==> config.mk <==
export PLATFORM = sky130hd
export DESIGN_NAME = mem_arbiter
export DESIGN_NICKNAME = d
export VERILOG_FILES = /design/src/rtl/mem_arb_pkg.sv /design/src/rtl/arb_starve_cnt.sv /design/src/rtl/mem_arbiter.sv
export SDC_FILE = /design/constraint.sdc
export NUM_CORES = 1
export LEC_CHECK = 0
export CORE_ASPECT_RATIO = 0.9
export CORE_MARGIN = 2
export CORE_UTILIZATION = 42
export CTS_BUF_LIST = sky130_fd_sc_hd__clkbuf_4 sky130_fd_sc_hd__clkbuf_8
export DETAILED_ROUTE_END_ITERATION = 10
export PLACE_DENSITY_LB_ADDON = 0.12
export REMOVE_ABC_BUFFERS = 1
export SKIP_CTS_REPAIR_TIMING = 1
export SLEW_MARGIN = 20
export SYNTH_ARGS = -nofsm -noshare
export SYNTH_HDL_FRONTEND = slang
export SYNTH_SLANG_ARGS = --single-unit
==> constraint.sdc <==
create_clock -name CLK -period 5.8 [get_ports CLK]
set_input_delay 1.74 -clock CLK [delete_from_list [all_inputs] [get_ports CLK]]
set_output_delay 1.74 -clock CLK [all_outputs]
set_load 0.1 [all_outputs]
==> src/rtl/mem_arb_pkg.sv <==
// Shared types for the memory arbiter: bus owner encoding and the registered command.
package mem_arb_pkg;

  localparam int STARVE_W = 4;
  localparam int ARB_AW   = 8;
  localparam int ARB_DW   = 8;

  typedef enum logic [1:0] {
    OWN_NONE = 2'd0,
    OWN_CPU  = 2'd1,
    OWN_DMA  = 2'd2
  } owner_t;

  typedef struct packed {
    logic              we;
    logic [ARB_AW-1:0] addr;
    logic [ARB_DW-1:0] wdata;
  } mem_cmd_t;

  // An access state whose command is a read produces a return one cycle later.
  function automatic logic is_read_access(input owner_t owner, input mem_cmd_t cmd);
    return (owner != OWN_NONE) && !cmd.we;
  endfunction

endpackage

==> src/rtl/arb_starve_cnt.sv <==
// Saturating count of consecutive cycles the DMA requester has been refused.
module arb_starve_cnt
  import mem_arb_pkg::*;
#(
  parameter int MAX = 4
) (
  input  logic CLK,
  input  logic RESET,
  input  logic inc,
  input  logic clr,
  output logic hit
);

  localparam logic [STARVE_W-1:0] MAX_C = STARVE_W'(MAX);

  logic [STARVE_W-1:0] cnt_q;
  logic [STARVE_W-1:0] cnt_d;

  // Clear wins over increment so a granted or withdrawn DMA always restarts from zero.
  always_comb begin
    cnt_d = cnt_q;
    if (clr) begin
      cnt_d = '0;
    end else if (inc && (cnt_q != MAX_C)) begin
      cnt_d = cnt_q + 1'b1;
    end
  end

  always_ff @(posedge CLK or posedge RESET) begin
    if (RESET) begin
      cnt_q <= '0;
    end else begin
      cnt_q <= cnt_d;
    end
  end

  assign hit = (cnt_q == MAX_C);

endmodule

==> src/rtl/mem_arbiter.sv <==
// Single-port memory arbiter: CPU has fixed priority, DMA is guaranteed progress by a
// starvation counter; accept in N, bus cycle in N+1, read data valid in N+2.
module mem_arbiter
  import mem_arb_pkg::*;
#(
  parameter int AW         = ARB_AW,
  parameter int DW         = ARB_DW,
  parameter int STARVE_MAX = 4
) (
  input  logic          CLK,
  input  logic          RESET,
  input  logic          cpu_req,
  input  logic          cpu_we,
  input  logic [AW-1:0] cpu_addr,
  input  logic [DW-1:0] cpu_wdata,
  output logic          cpu_gnt,
  output logic          cpu_stall,
  output logic          cpu_rvalid,
  output logic [DW-1:0] cpu_rdata,
  input  logic          dma_req,
  input  logic          dma_we,
  input  logic [AW-1:0] dma_addr,
  input  logic [DW-1:0] dma_wdata,
  output logic          dma_gnt,
  output logic          dma_rvalid,
  output logic [DW-1:0] dma_rdata,
  output logic          mem_re,
  output logic          mem_we,
  output logic [AW-1:0] mem_addr,
  output logic [DW-1:0] mem_wdata,
  input  logic [DW-1:0] mem_rdata
);

  logic     starve_hit;
  owner_t   state_q, state_d;
  owner_t   rsel_q, rsel_d;
  mem_cmd_t cmd_q, cmd_d;

  // Grants are masked during reset so no command can be accepted into a clearing pipeline.
  assign dma_gnt   = ~RESET & dma_req & (~cpu_req | starve_hit);
  assign cpu_gnt   = ~RESET & cpu_req & ~dma_gnt;
  assign cpu_stall = ~RESET & cpu_req & ~cpu_gnt;

  arb_starve_cnt #(
    .MAX (STARVE_MAX)
  ) u_starve (
    .CLK   (CLK),
    .RESET (RESET),
    .inc   (dma_req & ~dma_gnt),
    .clr   (dma_gnt | ~dma_req),
    .hit   (starve_hit)
  );

  always_comb begin
    state_d = OWN_NONE;
    cmd_d   = cmd_q;
    if (cpu_gnt) begin
      state_d     = OWN_CPU;
      cmd_d.we    = cpu_we;
      cmd_d.addr  = cpu_addr;
      cmd_d.wdata = cpu_wdata;
    end else if (dma_gnt) begin
      state_d     = OWN_DMA;
      cmd_d.we    = dma_we;
      cmd_d.addr  = dma_addr;
      cmd_d.wdata = dma_wdata;
    end
    rsel_d = is_read_access(state_q, cmd_q) ? state_q : OWN_NONE;
  end

  // The command register only loads on a grant, so the bus address/data hold through IDLE.
  always_ff @(posedge CLK or posedge RESET) begin
    if (RESET) begin
      state_q <= OWN_NONE;
      rsel_q  <= OWN_NONE;
      cmd_q   <= '0;
    end else begin
      state_q <= state_d;
      rsel_q  <= rsel_d;
      cmd_q   <= cmd_d;
    end
  end

  assign mem_re    = (state_q != OWN_NONE) & ~cmd_q.we;
  assign mem_we    = (state_q != OWN_NONE) &  cmd_q.we;
  assign mem_addr  = cmd_q.addr;
  assign mem_wdata = cmd_q.wdata;

  assign cpu_rvalid = (rsel_q == OWN_CPU);
  assign dma_rvalid = (rsel_q == OWN_DMA);
  assign cpu_rdata  = mem_rdata;
  assign dma_rdata  = mem_rdata;

endmodule

### Word-level counts from Yosys, hierarchy flattened

Index checks and enable logic that the tools add are counted.
W data, S select, Z words.

| word-level totals | value |
|---|---|
| bits in registers | 25 |
| bits in latches | 0 |
| bits in writable memories | 0 |
| bits in read-only memories | 0 |
| input port bits | 46 |
| output and inout port bits | 39 |
| memories | 0 |

| cells by class | value |
|---|---|
| $add $sub $neg | 1 |
| multiply operators | 0 |
| divide/modulo/power cells | 0 |
| $lt $le $gt $ge | 0 |
| equal/unequal tests | 4 |
| shifts and indexed selects | 0 |
| multiplexer cells | 7 |
| bitwise logic cells | 16 |
| reduce and logical (&&, ||, !) cells | 6 |

Operator list:

| kind | number |
|---|---|
| $mux W17 | 2 |
| $and A1 B1 Y1 | 8 |
| $mux W4 | 2 |
| $mux W2 | 3 |
| $not A1 Y1 | 6 |
| $reduce_bool A2 Y1 | 3 |
| $add A4 B1 Y4 const B | 1 |
| $eq A4 B3 Y1 const B | 1 |
| $ne A4 B3 Y1 const B | 1 |
| $eq A2 B1 Y1 const B | 1 |
| $eq A2 B2 Y1 const B | 1 |
| $logic_and A1 B1 Y1 | 2 |
| $or A1 B1 Y1 | 2 |
| $logic_not A1 Y1 | 1 |

### Logic depth before layout (Yosys ltp)

| logic depth | value |
|---|---|
| word-level depth | 8 |
| depth in mapped cells | 7 |
| gate-level depth less buffers | 5 |

### Hierarchy

From an unflattened synthesis, not the netlist that was laid out.

| unflattened totals | value |
|---|---|
| cell total of the unflattened synthesis | 133 |
| area total of the unflattened synthesis | 1407.6 sq um |

Modules (own cells, without submodules):

| module | times used | cells each | area each (sq um) |
|---|---|---|---|
| mem_arbiter | 1 | 108 | 1169.9 |
| arb_starve_cnt | 1 | 25 | 237.7 |

### Worst setup path before layout

Ideal clock, no wire load.

| path | value |
|---|---|
| path kind | input port to output port |
| from | in RESET |
| to | out cpu_stall |
| arrival | 2.829 ns |
| data required time | 4.060 ns |
| slack | 1.231 ns |
| cell stages on the path | 3 |
| buffers on the path | 1 |
| cell sequence | buf_2 -> nor2b_1 -> and3_1 |

| on the way | value |
|---|---|
| word-level cells in the longest chain between the ends | 7 |
| elaborated cells between the ends (all ways) | 8 |

RTL lines:

| item | line | text |
|---|---|---|
| start: declaration | mem_arbiter.sv:11 | `input logic RESET,` |
| $not A1 Y1 (*) | mem_arbiter.sv:40, mem_arbiter.sv:41, mem_arbiter.sv:42 |  |
| $and A1 B1 Y1 (2 in a row) | mem_arbiter.sv:40 | `assign dma_gnt = ~RESET & dma_req & (~cpu_req \| starve_hit);` |
| $not A1 Y1 | mem_arbiter.sv:41 | `assign cpu_gnt = ~RESET & cpu_req & ~dma_gnt;` |
| $and A1 B1 Y1 | mem_arbiter.sv:41 |  |
| $not A1 Y1 | mem_arbiter.sv:42 | `assign cpu_stall = ~RESET & cpu_req & ~cpu_gnt;` |
| $and A1 B1 Y1 (*) | mem_arbiter.sv:42 |  |
| end: declaration | mem_arbiter.sv:17 | `output logic cpu_stall,` |

Mark *: on every way between the ends. The rest lies on a longest branch, timed or not.

### Worst setup path in the final report

| path | value |
|---|---|
| from | in cpu_req |
| to | out cpu_stall |

| on the way | value |
|---|---|
| word-level cells in the longest chain between the ends | 7 |
| elaborated cells between the ends (all ways) | 8 |

RTL lines:

| item | line | text |
|---|---|---|
| start: declaration | mem_arbiter.sv:12 | `input logic cpu_req,` |
| $not A1 Y1 | mem_arbiter.sv:40 |  |
| $or A1 B1 Y1 | mem_arbiter.sv:40 |  |
| $and A1 B1 Y1 | mem_arbiter.sv:40 |  |
| $not A1 Y1 | mem_arbiter.sv:41 |  |
| $and A1 B1 Y1 | mem_arbiter.sv:41 |  |
| $not A1 Y1 | mem_arbiter.sv:42 |  |
| $and A1 B1 Y1 (*) | mem_arbiter.sv:42 |  |

Marked as above.

==> summary.txt <==
Status
  • Status: finished, final reports clean

Synth
  • Synthesized flop and latch total: 25
  • Syn avg cell area: 11.01 um2
  • Yosys warns: 0
  • Sequential element share of the synthesized area: 0.4303
  • Synth Instances: 132
  • Mapped cell area: 1454 um2
  • Distinct cells, synth: 28

Worst hold path
  • Worst hold path cell count: 1
  • Hold crit path type: reg -> reg
  • Worst hold start: cmd_q[16]$_DFFE_PP0P_
  • Hold Path Sink: rsel_q[0]$_DFF_PP0_

Layout
  • Multi-input combinational cell area: 534.3 um2
  • Share of cells above drive strength 1: 0.1366
  • N_diodes: 0
  • Cell area after layout: 1912 um2
  • Register area: 625.6 um2
  • Post-layout nets: 210
  • Synth-to-Final Area Change: 31.50%
  • Final Util: 0.5701
  • Final-layout fill cell count: 308
  • Finished Layout Cells: 205

Worst setup path
  • Top Family by Delay on Critical Path: buffers and inverters
  • Worst setup SP type: input port
  • Endpoint class of the critical path: output port
  • Critical Path Fanout Max: 6
  • Reg2Reg Depth: 6
  • Setup CP Type: in -> out
  • Worst-path cell chain: clkdlybuf4s50_1, nor2b_1, and3_1, buf_4
  • Worst Path Buf+Inv: 2
  • Critical-path cell with the highest stage delay: clkdlybuf4s50_1
  • Internal reg-to-reg setup slack: 3880 ps
  • Critical Path RT: 4060 ps
  • Reg2reg end: mem_wdata[6]$_DFFE_PP0P_
  • Critical path depth in cells: 4
  • Crit-path max cell delay: 650 ps
  • R2R Path Start: u_starve.cnt_q[0]$_DFFE_PP0P_
  • Arrival time at the worst endpoint: 3070 ps

GRT
  • Global Route Usage Sum: 0.1750
  • Grt ovf: 0
  • Initial antenna violation count: 0
  • Vias in the first global route: 1,148
  • Largest net degree at the start of global routing: 26
  • First-pass GRT wire length: 5.202 mm

Place
  • Placed Instances: 201
  • Hpwl dp: 2.400 mm
  • Area after DPL: 1863 um2
  • GPL Wtd Cong: 0.6315
  • IO buf count: 60

Detailed routing
  • Wirelength per Cell: 15.62 um
  • Initial drt markers: 16
  • Drc violations: 0
  • Post-route ant nets: 0
  • Final WL: 3.202 mm
  • Vias per std cell: 5.083
  • Via count: 1,042
  • First-pass iteration count of the detailed router: 4

Clock network
  • Clock sink count: 25
  • Root Buffer: clkbuf_8
  • CTS Buf Count: 3
  • Clk buf depth: 2
  • Clock latency on the worst-skew pair: 260 ps
  • CTS clk-pin slew, worst paths: 80 ps
  • CTS tree: yes
  • H-tree Lvls: 1

Floorplan
  • Die width: 66.02 um
  • Core ar.: 3353 um2
  • IO Pins: 85
  • Initial Util: 0.4336
  • Num rows: 20
  • Full die area: 3949 um2
  • DIE HEIGHT: 59.82 um

Power
  • Pwr dens: 302.6 nW/um2
  • Total power: 0.5785 mW
  • Peak supply drop: 0.0001301 V
  • Lkg Pwr: 0.8145 nW

STA
  • Clock Skews: 4.453 ps
  • F_max: 207.8 MHz
  • Slew headroom: 0.3390
  • Setup-failing EPs final: 0
  • Fin crit share: 0.8296
  • Worst Tran Pin Value: 988.4 ps
  • Final critical-path required period: 4812 ps
  • RSZ-0062 raised after global routing: no
  • Setup TNS: 0 ps
  • Final Max Slew Viols: 0
  • Final Hold Fails: 0

Job
  • Max Cap Viol: 0
## worst max-delay path by stage
stage / slack (ps) / start / end
after floorplan: 1140 / cpu_req / dma_gnt
after CTS: 980 / cpu_req / cpu_stall
after global routing: 910 / cpu_req / cpu_gnt
after global placement: 1010 / cpu_req / cpu_gnt
final: 990 / cpu_req / cpu_stall
after detailed placement: 980 / cpu_req / cpu_stall
## worst reg2reg max path: stages (launching register included)
cell and delay [ps]:
dfrtp_1 440, inv_1 90, ha_1 200, and3b_1 330
a21boi_4 110, buf_4 230, a221o_2 410
## logic make-up (layout without fill, tap and decap cells)
kind of cell / after synthesis / after routing / synth area share
XOR/XNOR: 1 / 1 / 0.006025
AO/OA/AOI/OAI: 25 / 25 / 0.1850
AND/OR/NAND/NOR: 37 / 37 / 0.1523
multiplexers: 1 / 1 / 0.006885
buffers and inverters: 41 / 70 / 0.2022
adder cells (fa/ha/maj): 2 / 2 / 0.01721
flip-flops: 25 / 25 / 0.4303
## per-stage QoR
step                      hold WS, ps  setup WS (ps)
after floorplan                 451.5           1143
after global placement          472.1           1009
after detailed placement        483.3          975.1
after CTS                       495.3          978.2
after global routing            535.8          906.9
final                           488.7          988.1
## sequential cells by signal, indices dropped and copies added, names as in the netlist
register / flops
state_q: 2
mem_wdata: 8
u_starve.cnt_q: 4
cmd_q: 1
rsel_q: 2
mem_addr: 8
## synthesized netlist by cell type
cell	n	area share
a211oi_1	1	0.0052
a211oi_4	1	0.014
a21boi_4	1	0.013
a21oi_1	3	0.010
a221o_1	9	0.062
a221o_2	8	0.062
a2bb2oi_1	1	0.0060
and2_1	17	0.073
and3_1	1	0.0043
and3b_1	1	0.0060
buf_2	1	0.0034
buf_4	33	0.17
buf_6	2	0.015
clkbuf_1	1	0.0026
dfrtp_1	25	0.43
ha_1	2	0.017
inv_1	3	0.0077
inv_2	1	0.0026
mux2i_1	1	0.0069
nand2_1	1	0.0026
nand3_1	3	0.010
nand3b_1	1	0.0052
nand3b_2	1	0.0077
nor2_1	5	0.013
nor2b_1	6	0.026
o21bai_4	1	0.013
or3_1	1	0.0043
xnor2_1	1	0.0060
## placed cells by master, fill, tap and decap left out, drive strengths merged
cell	instances
ha	2
and3b	1
and3	1
inv	4
nand2	1
mux2i	1
nor2	5
a21boi	1
a2bb2oi	1
a211oi	2
a21oi	3
xnor2	1
and2	17
o21bai	1
clkdlybuf4s50	57
nand3	3
clkbuf	4
a221o	17
nand3b	2
or3	1
nor2b	6
buf	5
dfrtp	25
## final cells by class
class,count,area share
Clock buffer,4,0.02552
Inverter,4,0.007853
Multi-Input combinational cell,66,0.2795
Sequential cell,25,0.3272
Tap cell,44,0.02880
Timing Repair Buffer,62,0.3312
## routing by layer
layer  wire [um]  up-vias  track usage  part of all wire
li1            -      485            -                 -
met2        1586       58       0.3016              0.50
met4          23        0      0.05248            0.0072
met3         318        2      0.07345             0.099
met5           0        -            0                 0
met1        1275      497       0.2000              0.40
## report_power, final
group | leakage (nW) | internal (mW) | switching [mW]
logic | 0.471 | 0.0837 | 0.183
registers | 0.317 | 0.195 | 0.0123
clock network | 0.0262 | 0.0536 | 0.0508
total | 0.814 | 0.332 | 0.246
(Power assumes the default switching activity.)
